### src/rtl/feature_maxpool.sv
// 2x2 stride-2 max pooling from the FEATURE RAM into the POOL RAM.
// Optional fused ReLU on the pooled value: define FEATURE_MAXPOOL_RELU_EN.
module feature_maxpool #(
  parameter int unsigned ADDR_WIDTH    = 14,
  parameter int unsigned FEATURE_WIDTH = 32,
  parameter int unsigned BITWIDTH      = 8,
  parameter int unsigned OUT_BASE      = 0
) (
  input  logic                    clk,
  input  logic                    resetn,
  input  logic                    start,
  input  logic [2*BITWIDTH-1:0]   FEATURE_RAM_DIN,
  input  logic                    FEATURE_RAM_DATA_VAL,
  output logic                    FEATURE_RAM_EN,
  output logic [ADDR_WIDTH-1:0]   FEATURE_RAM_ADDRESS,
  output logic                    POOL_RAM_EN,
  output logic                    POOL_RAM_WEN,
  output logic [ADDR_WIDTH-1:0]   POOL_RAM_ADDRESS,
  output logic [2*BITWIDTH-1:0]   POOL_RAM_DOUT,
  output logic                    done
);

  localparam int unsigned POOL_W = FEATURE_WIDTH / 2;
  localparam int unsigned CNT_W  = (POOL_W > 1) ? $clog2(POOL_W) : 1;
  localparam int unsigned DW     = 2 * BITWIDTH;
  localparam logic [CNT_W-1:0] LAST_IDX = CNT_W'(POOL_W - 1);

  typedef enum logic [2:0] {StIdle, StRdReq, StRdWait, StWrite, StDone} state_e;

  state_e                  r_state, w_state_nxt;
  logic [CNT_W-1:0]        r_pr, w_pr_nxt;
  logic [CNT_W-1:0]        r_pc, w_pc_nxt;
  logic [1:0]              r_k, w_k_nxt;
  logic signed [DW-1:0]    r_max, w_max_nxt;
  logic [DW-1:0]           r_dout, w_dout_nxt;
  logic [ADDR_WIDTH-1:0]   r_pool_addr, w_pool_addr_nxt;

  logic signed [DW-1:0]    w_din;
  logic signed [DW-1:0]    w_new_max;
  logic [DW-1:0]           w_pooled;
  logic [ADDR_WIDTH-1:0]   w_row, w_col, w_pool_addr;
  logic                    w_last_win;

  assign w_din = $signed(FEATURE_RAM_DIN);

  // Element k of the window: k[1] selects the lower row, k[0] the right column.
  assign w_row = (ADDR_WIDTH'(r_pr) << 1) + ADDR_WIDTH'(r_k[1]);
  assign w_col = (ADDR_WIDTH'(r_pc) << 1) + ADDR_WIDTH'(r_k[0]);
  assign FEATURE_RAM_ADDRESS = w_row * ADDR_WIDTH'(FEATURE_WIDTH) + w_col;

  assign w_pool_addr = ADDR_WIDTH'(OUT_BASE) + ADDR_WIDTH'(r_pr) * ADDR_WIDTH'(POOL_W)
                     + ADDR_WIDTH'(r_pc);

  assign w_new_max  = (r_k == 2'd0 || w_din > r_max) ? w_din : r_max;
  assign w_last_win = (r_pr == LAST_IDX) && (r_pc == LAST_IDX);

`ifdef FEATURE_MAXPOOL_RELU_EN
  assign w_pooled = w_new_max[DW-1] ? '0 : w_new_max;
`else
  assign w_pooled = w_new_max;
`endif

  assign FEATURE_RAM_EN   = (r_state == StRdReq);
  assign POOL_RAM_EN      = (r_state == StWrite);
  assign POOL_RAM_WEN     = (r_state == StWrite);
  assign POOL_RAM_ADDRESS = r_pool_addr;
  assign POOL_RAM_DOUT    = r_dout;
  assign done             = (r_state == StDone);

  always_comb begin
    w_state_nxt     = r_state;
    w_pr_nxt        = r_pr;
    w_pc_nxt        = r_pc;
    w_k_nxt         = r_k;
    w_max_nxt       = r_max;
    w_dout_nxt      = r_dout;
    w_pool_addr_nxt = r_pool_addr;
    unique case (r_state)
      StIdle, StDone: begin
        if (start) begin
          w_state_nxt = StRdReq;
          w_pr_nxt    = '0;
          w_pc_nxt    = '0;
          w_k_nxt     = '0;
        end
      end
      StRdReq: w_state_nxt = StRdWait;
      StRdWait: begin
        if (FEATURE_RAM_DATA_VAL) begin
          w_max_nxt = w_new_max;
          if (r_k == 2'd3) begin
            w_state_nxt     = StWrite;
            w_dout_nxt      = w_pooled;
            w_pool_addr_nxt = w_pool_addr;
          end else begin
            w_k_nxt     = r_k + 2'd1;
            w_state_nxt = StRdReq;
          end
        end
      end
      StWrite: begin
        w_k_nxt = '0;
        // Counters return to zero after the last window so DONE/IDLE show a clean address.
        if (w_last_win) begin
          w_pr_nxt    = '0;
          w_pc_nxt    = '0;
          w_state_nxt = StDone;
        end else begin
          w_state_nxt = StRdReq;
          if (r_pc == LAST_IDX) begin
            w_pc_nxt = '0;
            w_pr_nxt = r_pr + 1'b1;
          end else begin
            w_pc_nxt = r_pc + 1'b1;
          end
        end
      end
      default: w_state_nxt = StIdle;
    endcase
  end

  always_ff @(posedge clk or negedge resetn) begin
    if (!resetn) begin
      r_state     <= StIdle;
      r_pr        <= '0;
      r_pc        <= '0;
      r_k         <= '0;
      r_max       <= '0;
      r_dout      <= '0;
      r_pool_addr <= '0;
    end else begin
      r_state     <= w_state_nxt;
      r_pr        <= w_pr_nxt;
      r_pc        <= w_pc_nxt;
      r_k         <= w_k_nxt;
      r_max       <= w_max_nxt;
      r_dout      <= w_dout_nxt;
      r_pool_addr <= w_pool_addr_nxt;
    end
  end

endmodule

### config.mk
export PLATFORM = sky130hd
export DESIGN_NAME = feature_maxpool
export DESIGN_NICKNAME = d
export VERILOG_FILES = /design/src/rtl/feature_maxpool.sv
export SDC_FILE = /design/constraint.sdc
export NUM_CORES = 1
export LEC_CHECK = 0
export ABC_CLOCK_PERIOD_IN_PS = 4400
export CAP_MARGIN = 20
export CORE_UTILIZATION = 32
export CTS_CLUSTER_DIAMETER = 100
export DETAILED_ROUTE_END_ITERATION = 8
export PLACE_DENSITY = 0.54
export RECOVER_POWER = 100
export SLEW_MARGIN = 20
export SYNTH_ARGS = -nofsm -noshare
export SYNTH_HDL_FRONTEND = slang
export SYNTH_SLANG_ARGS = --single-unit
### constraint.sdc
create_clock -name clk -period 4.4 [get_ports clk]
set_clock_uncertainty 0.1 [all_clocks]
set_input_delay 0.44 -clock clk [delete_from_list [all_inputs] [get_ports clk]]
set_output_delay 0.44 -clock clk [all_outputs]
set_load 0.03 [all_outputs]
==> results of run 1 <==
==> synthesized netlist by cell type (2+ instances only) <==
| cell type | n |
|---|---|
| a21o_1 | 2 |
| a21oi_1 | 12 |
| a22o_1 | 2 |
| a31oi_1 | 16 |
| and3_1 | 2 |
| buf_4 | 12 |
| buf_6 | 2 |
| clkbuf_1 | 7 |
| dfrtp_1 | 53 |
| ha_1 | 20 |
| inv_1 | 24 |
| mux2_2 | 14 |
| mux2_4 | 10 |
| mux2i_1 | 2 |
| nand2_1 | 42 |
| nand3_1 | 3 |
| nand4_1 | 5 |
| nor2_1 | 21 |
| nor3_1 | 3 |
| o21ai_0 | 11 |
| o31ai_1 | 2 |
==> area by class of cell <==
| type | instances | area, sq um | share of cell area [%] |
|---|---|---|---|
| repair buffers | 59 | 577 | 16.2 |
| clock inverters | 3 | 46.3 | 1.30 |
| inverters | 25 | 93.8 | 2.64 |
| clock buffers | 5 | 68.8 | 1.94 |
| flip-flops and latches | 53 | 1330 | 37.3 |
| multi-input cells | 195 | 1310 | 36.8 |
| well taps | 108 | 135 | 3.80 |
==> through the flow <==
step / utilization (%) / area, sq um / std cells / setup slack (ps) / power (mW)
5_1_grt: 40.7 / 3550 / 448 / 562 / 2.30
3_3_place_gp: 40.1 / 3490 / 440 / 932 / 1.88
3_5_place_dp: 40.1 / 3490 / 440 / 849 / 1.89
4_1_cts: 41.4 / 3610 / 448 / 1180 / 2.25
2_1_floorplan: - / 2930 / 296 / 1700 / 1.55
6_report: 40.7 / 3550 / 448 / 787 / 2.12
==> path summary, 6_finish.rpt <==
kind	slack, ps	cells past startpoint	to	from
max	790	9	r_max[1]$_DFFE_PN0P_	FEATURE_RAM_DIN[15]
min	380	1	r_state[1]$_DFFE_PN0P_	r_state[2]$_DFFE_PN0P_
max reg2reg	980	9	r_max[1]$_DFFE_PN0P_	r_max[15]$_DFFE_PN0P_
max in group asynchronous	1500	2	POOL_RAM_DOUT[11]$_DFFE_PN0P_	resetn
min reg2reg	380	1	r_state[1]$_DFFE_PN0P_	r_state[2]$_DFFE_PN0P_
min in group asynchronous	1060	2	POOL_RAM_ADDRESS[3]$_DFFE_PN0P_	resetn
==> kinds of logic after synthesis <==
family	Yosys count
flops	53
simple gates	87
mux	26
buf+inv	48
compound gates	52
other cells	1
fa+ha+maj	20
==> per-layer routing <==
layer  up-vias  GRT usage [%]  part of all wire [%]  wire (um)
met3         5           2.73                   4.0        233
met1      1044           17.1                    46       2720
met4         0           3.56                  0.90         53
li1       1075              -                     -          -
met5         -              0                     0          0
met2        48           24.2                    49       2880
==> power groups by stage <==
| stage | combinational, mW | sequential [mW] | clock [mW] |
|---|---|---|---|
| final | 0.992 | 0.781 | 0.342 |
| after global routing | 1.11 | 0.811 | 0.376 |
| after global placement | 1.08 | 0.793 | 0 |
| after floorplan | 0.615 | 0.939 | 0 |
| after detailed placement | 1.09 | 0.799 | 0 |
| after CTS | 1.10 | 0.789 | 0.360 |
==> flip-flops by register name, indices dropped and copies added (netlist names) <==
register,count
r_pc,4
POOL_RAM_ADDRESS,8
r_state,3
r_k,2
r_max,16
r_pr,4
POOL_RAM_DOUT,16
==> run metrics, run 1 <==
status finished with violations; failing checks capacitance limit, slew limit; CP Data Required Time approximately 4500 ps; Net Sw Frac 41.7%; Synth Instances around 290; CTS H-tree lvls 2; antenna diode count 0; most common cell after layout, fill and taps aside dfrtp_1; slowest CP cell nand2_1; WL/cell 13.1 um; dpl hpwl about 4200 um; TritonCTS buffer count 5; total clock sinks 53; DRC Markers 0; buffers added on ports between 50 and 60; worst path cell trace clkdlybuf4s50_1, ha_1, nand4_1, or4_1, o211ai_1, or3_2, nand3_4, nand2_1, mux2_2; simple-gate share of the synthesized area 14.1%; CTS tree built; Netlist cell types 43; number of enable flip-flop cells after synthesis 0; Synth Area in XOR/XNOR 0%; # nets final around 380; total gr overflow 0; Synth Area in Compound Gates between 10% and 20%; RSZ-0062 raised after global routing false; P_sw between 0.8 and 0.9 mW; relative slew slack -93.6%; internal power around 1.2 mW; largest net degree at the start of global routing 54; Crit. End Element register; Ys Warns 0; num rows 34; DR vias/cell roughly 4.8; post-route ant nets 0; ys flop type dfrtp_1; largest family of logic cells by synthesized area simple AND/OR/NAND/NOR gates; final hold viol count 0; root cell of the clock tree clkbuf_8; CP Buf/Inv Count 1; commonest non-fill, non-tap cells in the layout 53 x dfrtp_1, 43 x nand2_1, 38 x dlygate4sd3_1; clock share of power between 10% and 20%; drt first-iter violations 79; Final min period about 3600 ps; Initial Utilization about a third; First-pass DRT Iterations 4; Final setup viols 0; cts repair resizes 0; Post-CTS Setup Inserts 0; Ports slightly below 70; maximum clock rate 277 MHz; Max Slew Vio Count 54; die width 97.1 um; Worst-Margin Slew between 2000 and 3000 ps; critical path startpoint category input port; Syn-to-layout area delta 22.9%; Synth area leaders dfrtp_1 46%, ha_1 8.7%, mux2_2 5.5%; Max VDD drop approximately 0.22 mV; share of Yosys cell area claimed by the top area cell type between 40 and 50%; detailed-route wire length 5890 um; Crit Path Class input port to register; die area around 0.0094 sq mm; delay-heaviest family, CP simple AND/OR/NAND/NOR gates; number of synthesized register bits 53; Syn Area/Cell around 10 sq um; critical path's largest stage delay about 640 ps; Max Cap Violations 1; vias ~2200; sequential share of the synthesized area 45.9%; global-route wire length before repair 10500 um; layout cell share with drive strength beyond 1 between 8 and 9%; core area around 0.0087 sq mm; period utilisation layout between 80% and 90%; Die Height between 90 and 100 um; post-route setup TNS 0 ps; Hold Path Class register to register; Worst Path Max Fanout 17; Sequential Power Share between 30 and 40%; initial antenna violation count 0; leakage 1.78 nW; CTS Buffer Depth 2; fillers roughly 880; Synth async-reset ratio between 90% and 100%; Cell Area, Synth about 0.0029 sq mm; vias in the first global route 2250; biggest area consumer among synthesized cells dfrtp_1; Gate power share between 40% and 50%; Clock transition at path regs about 100 ps; Global Route Usage Sum roughly 14%; Data arrival, critical path between 3000 and 4000 ps; Power Density 595 mW/mm^2; later-pin clock latency in the skew report 310 ps; GP Congestion 0.755; adder-cell share of the synthesized area ~8.7%; post-synthesis mux area share between 10% and 20%; CTS Hold Bufs 0; hold slack 378 ps
Power figures use the tool's default switching activity.
==> inputs of run 2 (changes only) <==
--- a/config.mk
+++ b/config.mk
@@ -5,12 +5,12 @@
 export SDC_FILE = /design/constraint.sdc
 export NUM_CORES = 1
 export LEC_CHECK = 0
-export ABC_CLOCK_PERIOD_IN_PS = 4400
+export ABC_CLOCK_PERIOD_IN_PS = 3000
 export CAP_MARGIN = 20
 export CORE_UTILIZATION = 32
 export CTS_CLUSTER_DIAMETER = 100
 export DETAILED_ROUTE_END_ITERATION = 8
-export PLACE_DENSITY = 0.54
+export PLACE_DENSITY = 0.56
 export RECOVER_POWER = 100
 export SLEW_MARGIN = 20
 export SYNTH_ARGS = -nofsm -noshare
==> constraint.sdc (replaced) <==
create_clock -name clk -period 3 [get_ports clk]
set_clock_uncertainty 0.1 [all_clocks]
set_input_delay 0.3 -clock clk [delete_from_list [all_inputs] [get_ports clk]]
set_output_delay 0.3 -clock clk [all_outputs]
set_load 0.03 [all_outputs]
==> run 2 against run 1 <==
  * The run now ends clean
  * Final cell count increased by 3.6%
  * Critical path depth rose by 1
  * Register-to-register slack lost 750 ps
  * Core utilization increased by 1.2 points
  * Largest power group unchanged
==> run metrics, run 2 (synthesis gave the netlist of run 1 again) <==
DR vias/cell 4.83; CTS H-tree lvls 2; die width 97.1 um; Hold Path End r_state[1]$_DFFE_PN0P_; dpl cells ~460; core area around 0.0087 sq mm; CP Data Required Time 3100 ps; RSZ-0062 raised after global routing false; setup ws final 180 ps; Hold Path Class register to register; leakage around 1.9 nW; Clock transition at path regs 100 ps; drt first-iter violations between 50 and 60; DRC Markers 0; worst r2r dst r_max[11]$_DFFE_PN0P_; cts repair resizes 0; Post-CTS Setup Inserts 0; global-route wire length before repair 10400 um; dpl hpwl roughly 4700 um; reg-to-reg startpoint r_max[15]$_DFFE_PN0P_; period utilisation layout between 90% and 100%; Max Cap Violations 0; delay-heaviest family, CP simple AND/OR/NAND/NOR gates; pre-CTS setup slack -118 ps; relative slew slack a little over a fifth; largest net degree at the start of global routing 33; layout cell share with drive strength beyond 1 12.9%; final std cells w/o fill approximately 460; maximum clock rate approximately 350 MHz; Power Density 850 mW/mm^2; total gr overflow 0; vias between 2000 and 2500; Crit Path Class input port to register; CTS Buffer Depth 2; GP Congestion between 0.7 and 0.8; critical path's largest stage delay roughly 610 ps; Max Slew Vio Count 0; WL/cell around 14 um; antenna diode count 0; num rows 34; vias in the first global route 2180; Die Height 97.1 um; Final setup viols 0; First-pass DRT Iterations 4; CTS tree built; Max VDD drop ~0.36 mV; Crit. End Element register; later-pin clock latency in the skew report around 310 ps; CP Buf/Inv Count 2; die area between 0.009 and 0.01 sq mm; R2R Setup Slk 230 ps; most common cell after layout, fill and taps aside dfrtp_1; initial antenna violation count 0; reg2reg path depth 10; Final min period 2820 ps; hold path start r_state[2]$_DFFE_PN0P_; critical path startpoint category input port; total clock sinks 53; Util after Layout about two fifths; worst path cell trace clkdlybuf4s50_1, ha_1, nand4_1, or4_1, o211ai_2, buf_4, o221ai_2, nand3_4, nand2_4, mux2_1; status completed; Hold Path Depth 1; Ports ~70; Register Area 0.00133 sq mm; Global Route Usage Sum around 14%; root cell of the clock tree clkbuf_8; TritonCTS buffer count 5; post-route ant nets 0; Syn-to-layout area delta 26.6%; # nets final around 400; fillers about 900; final hold viol count 0; multi-input logic area around 0.0013 sq mm; Worst Path Max Fanout 16; detailed-route wire length approximately 6300 um; Data arrival, critical path slightly below 3000 ps; buffers added on ports 57; Initial Utilization about a third; slowest CP cell or4_1; Worst-Margin Slew between 1000 and 1500 ps; commonest non-fill, non-tap cells in the layout 53 x dfrtp_1, 42 x nand2_1, 39 x dlygate4sd3_1
==> run 2: changes by cell type in the layout (fill, tap and decap cells not counted), sizes merged <==
cell,change
clkbuf,+1
dlygate4sd3,+1
buf,+14
inv,+1
bufinv,-1
==> run 2: per-layer routing <==
layer	global-route usage (%)	vias to the layer above	wire, um
li1	-	1106	-
met5	0	-	0
met2	23.8	58	3060
met3	2.95	10	251
met4	3.67	0	69
met1	17.0	1067	2910
==> run 2: power by group <==
group	switching, mW	leakage, nW	internal (mW)
registers	0.182	0.696	0.964
clock network	0.254	0.0445	0.166
logic	0.893	1.11	0.651
==> run 2: worst max path at each step <==
stage	cells after the start	to	from	slack, ps
2_1_floorplan	10	r_max[10]$_DFFE_PN0P_	r_max[15]$_DFFE_PN0P_	360
3_3_place_gp	10	r_max[8]$_DFFE_PN0P_	FEATURE_RAM_DIN[15]	-70
3_5_place_dp	10	r_max[11]$_DFFE_PN0P_	FEATURE_RAM_DIN[15]	-120
4_1_cts	10	r_max[8]$_DFFE_PN0P_	FEATURE_RAM_DIN[15]	220
5_1_grt	10	r_max[7]$_DFFE_PN0P_	r_max[15]$_DFFE_PN0P_	80
6_report	10	r_max[11]$_DFFE_PN0P_	FEATURE_RAM_DIN[15]	180
==> run 2: timing repair <==
item / CTS / global route
endpoints found under the setup margin: 0 / 0
hold buffers: 1 / 0
hold endpoints to repair: 21 / 0
==> run 2: stage by stage <==
stage / total power [mW] / hold WS (ps) / TNS [ps] / area [sq um]
5_1_grt: 3.35 / 414 / 0 / 3660
4_1_cts: 3.29 / 383 / 0 / 3710
3_3_place_gp: 2.82 / 201 / -1030 / 3610
6_report: 3.11 / 394 / 0 / 3660
3_5_place_dp: 2.85 / 195 / -2010 / 3610
2_1_floorplan: 2.28 / -95.6 / 0 / 2930
==> run 2: area by class of cell <==
cell class | instances | area share (%)
Sequential cell | 53 | 36.2
Multi-Input combinational cell | 195 | 35.9
Timing Repair Buffer | 75 | 19.1
Tap cell | 108 | 3.69
Inverter | 25 | 2.56
Clock buffer | 5 | 1.88
Clock inverter | 3 | 0.581
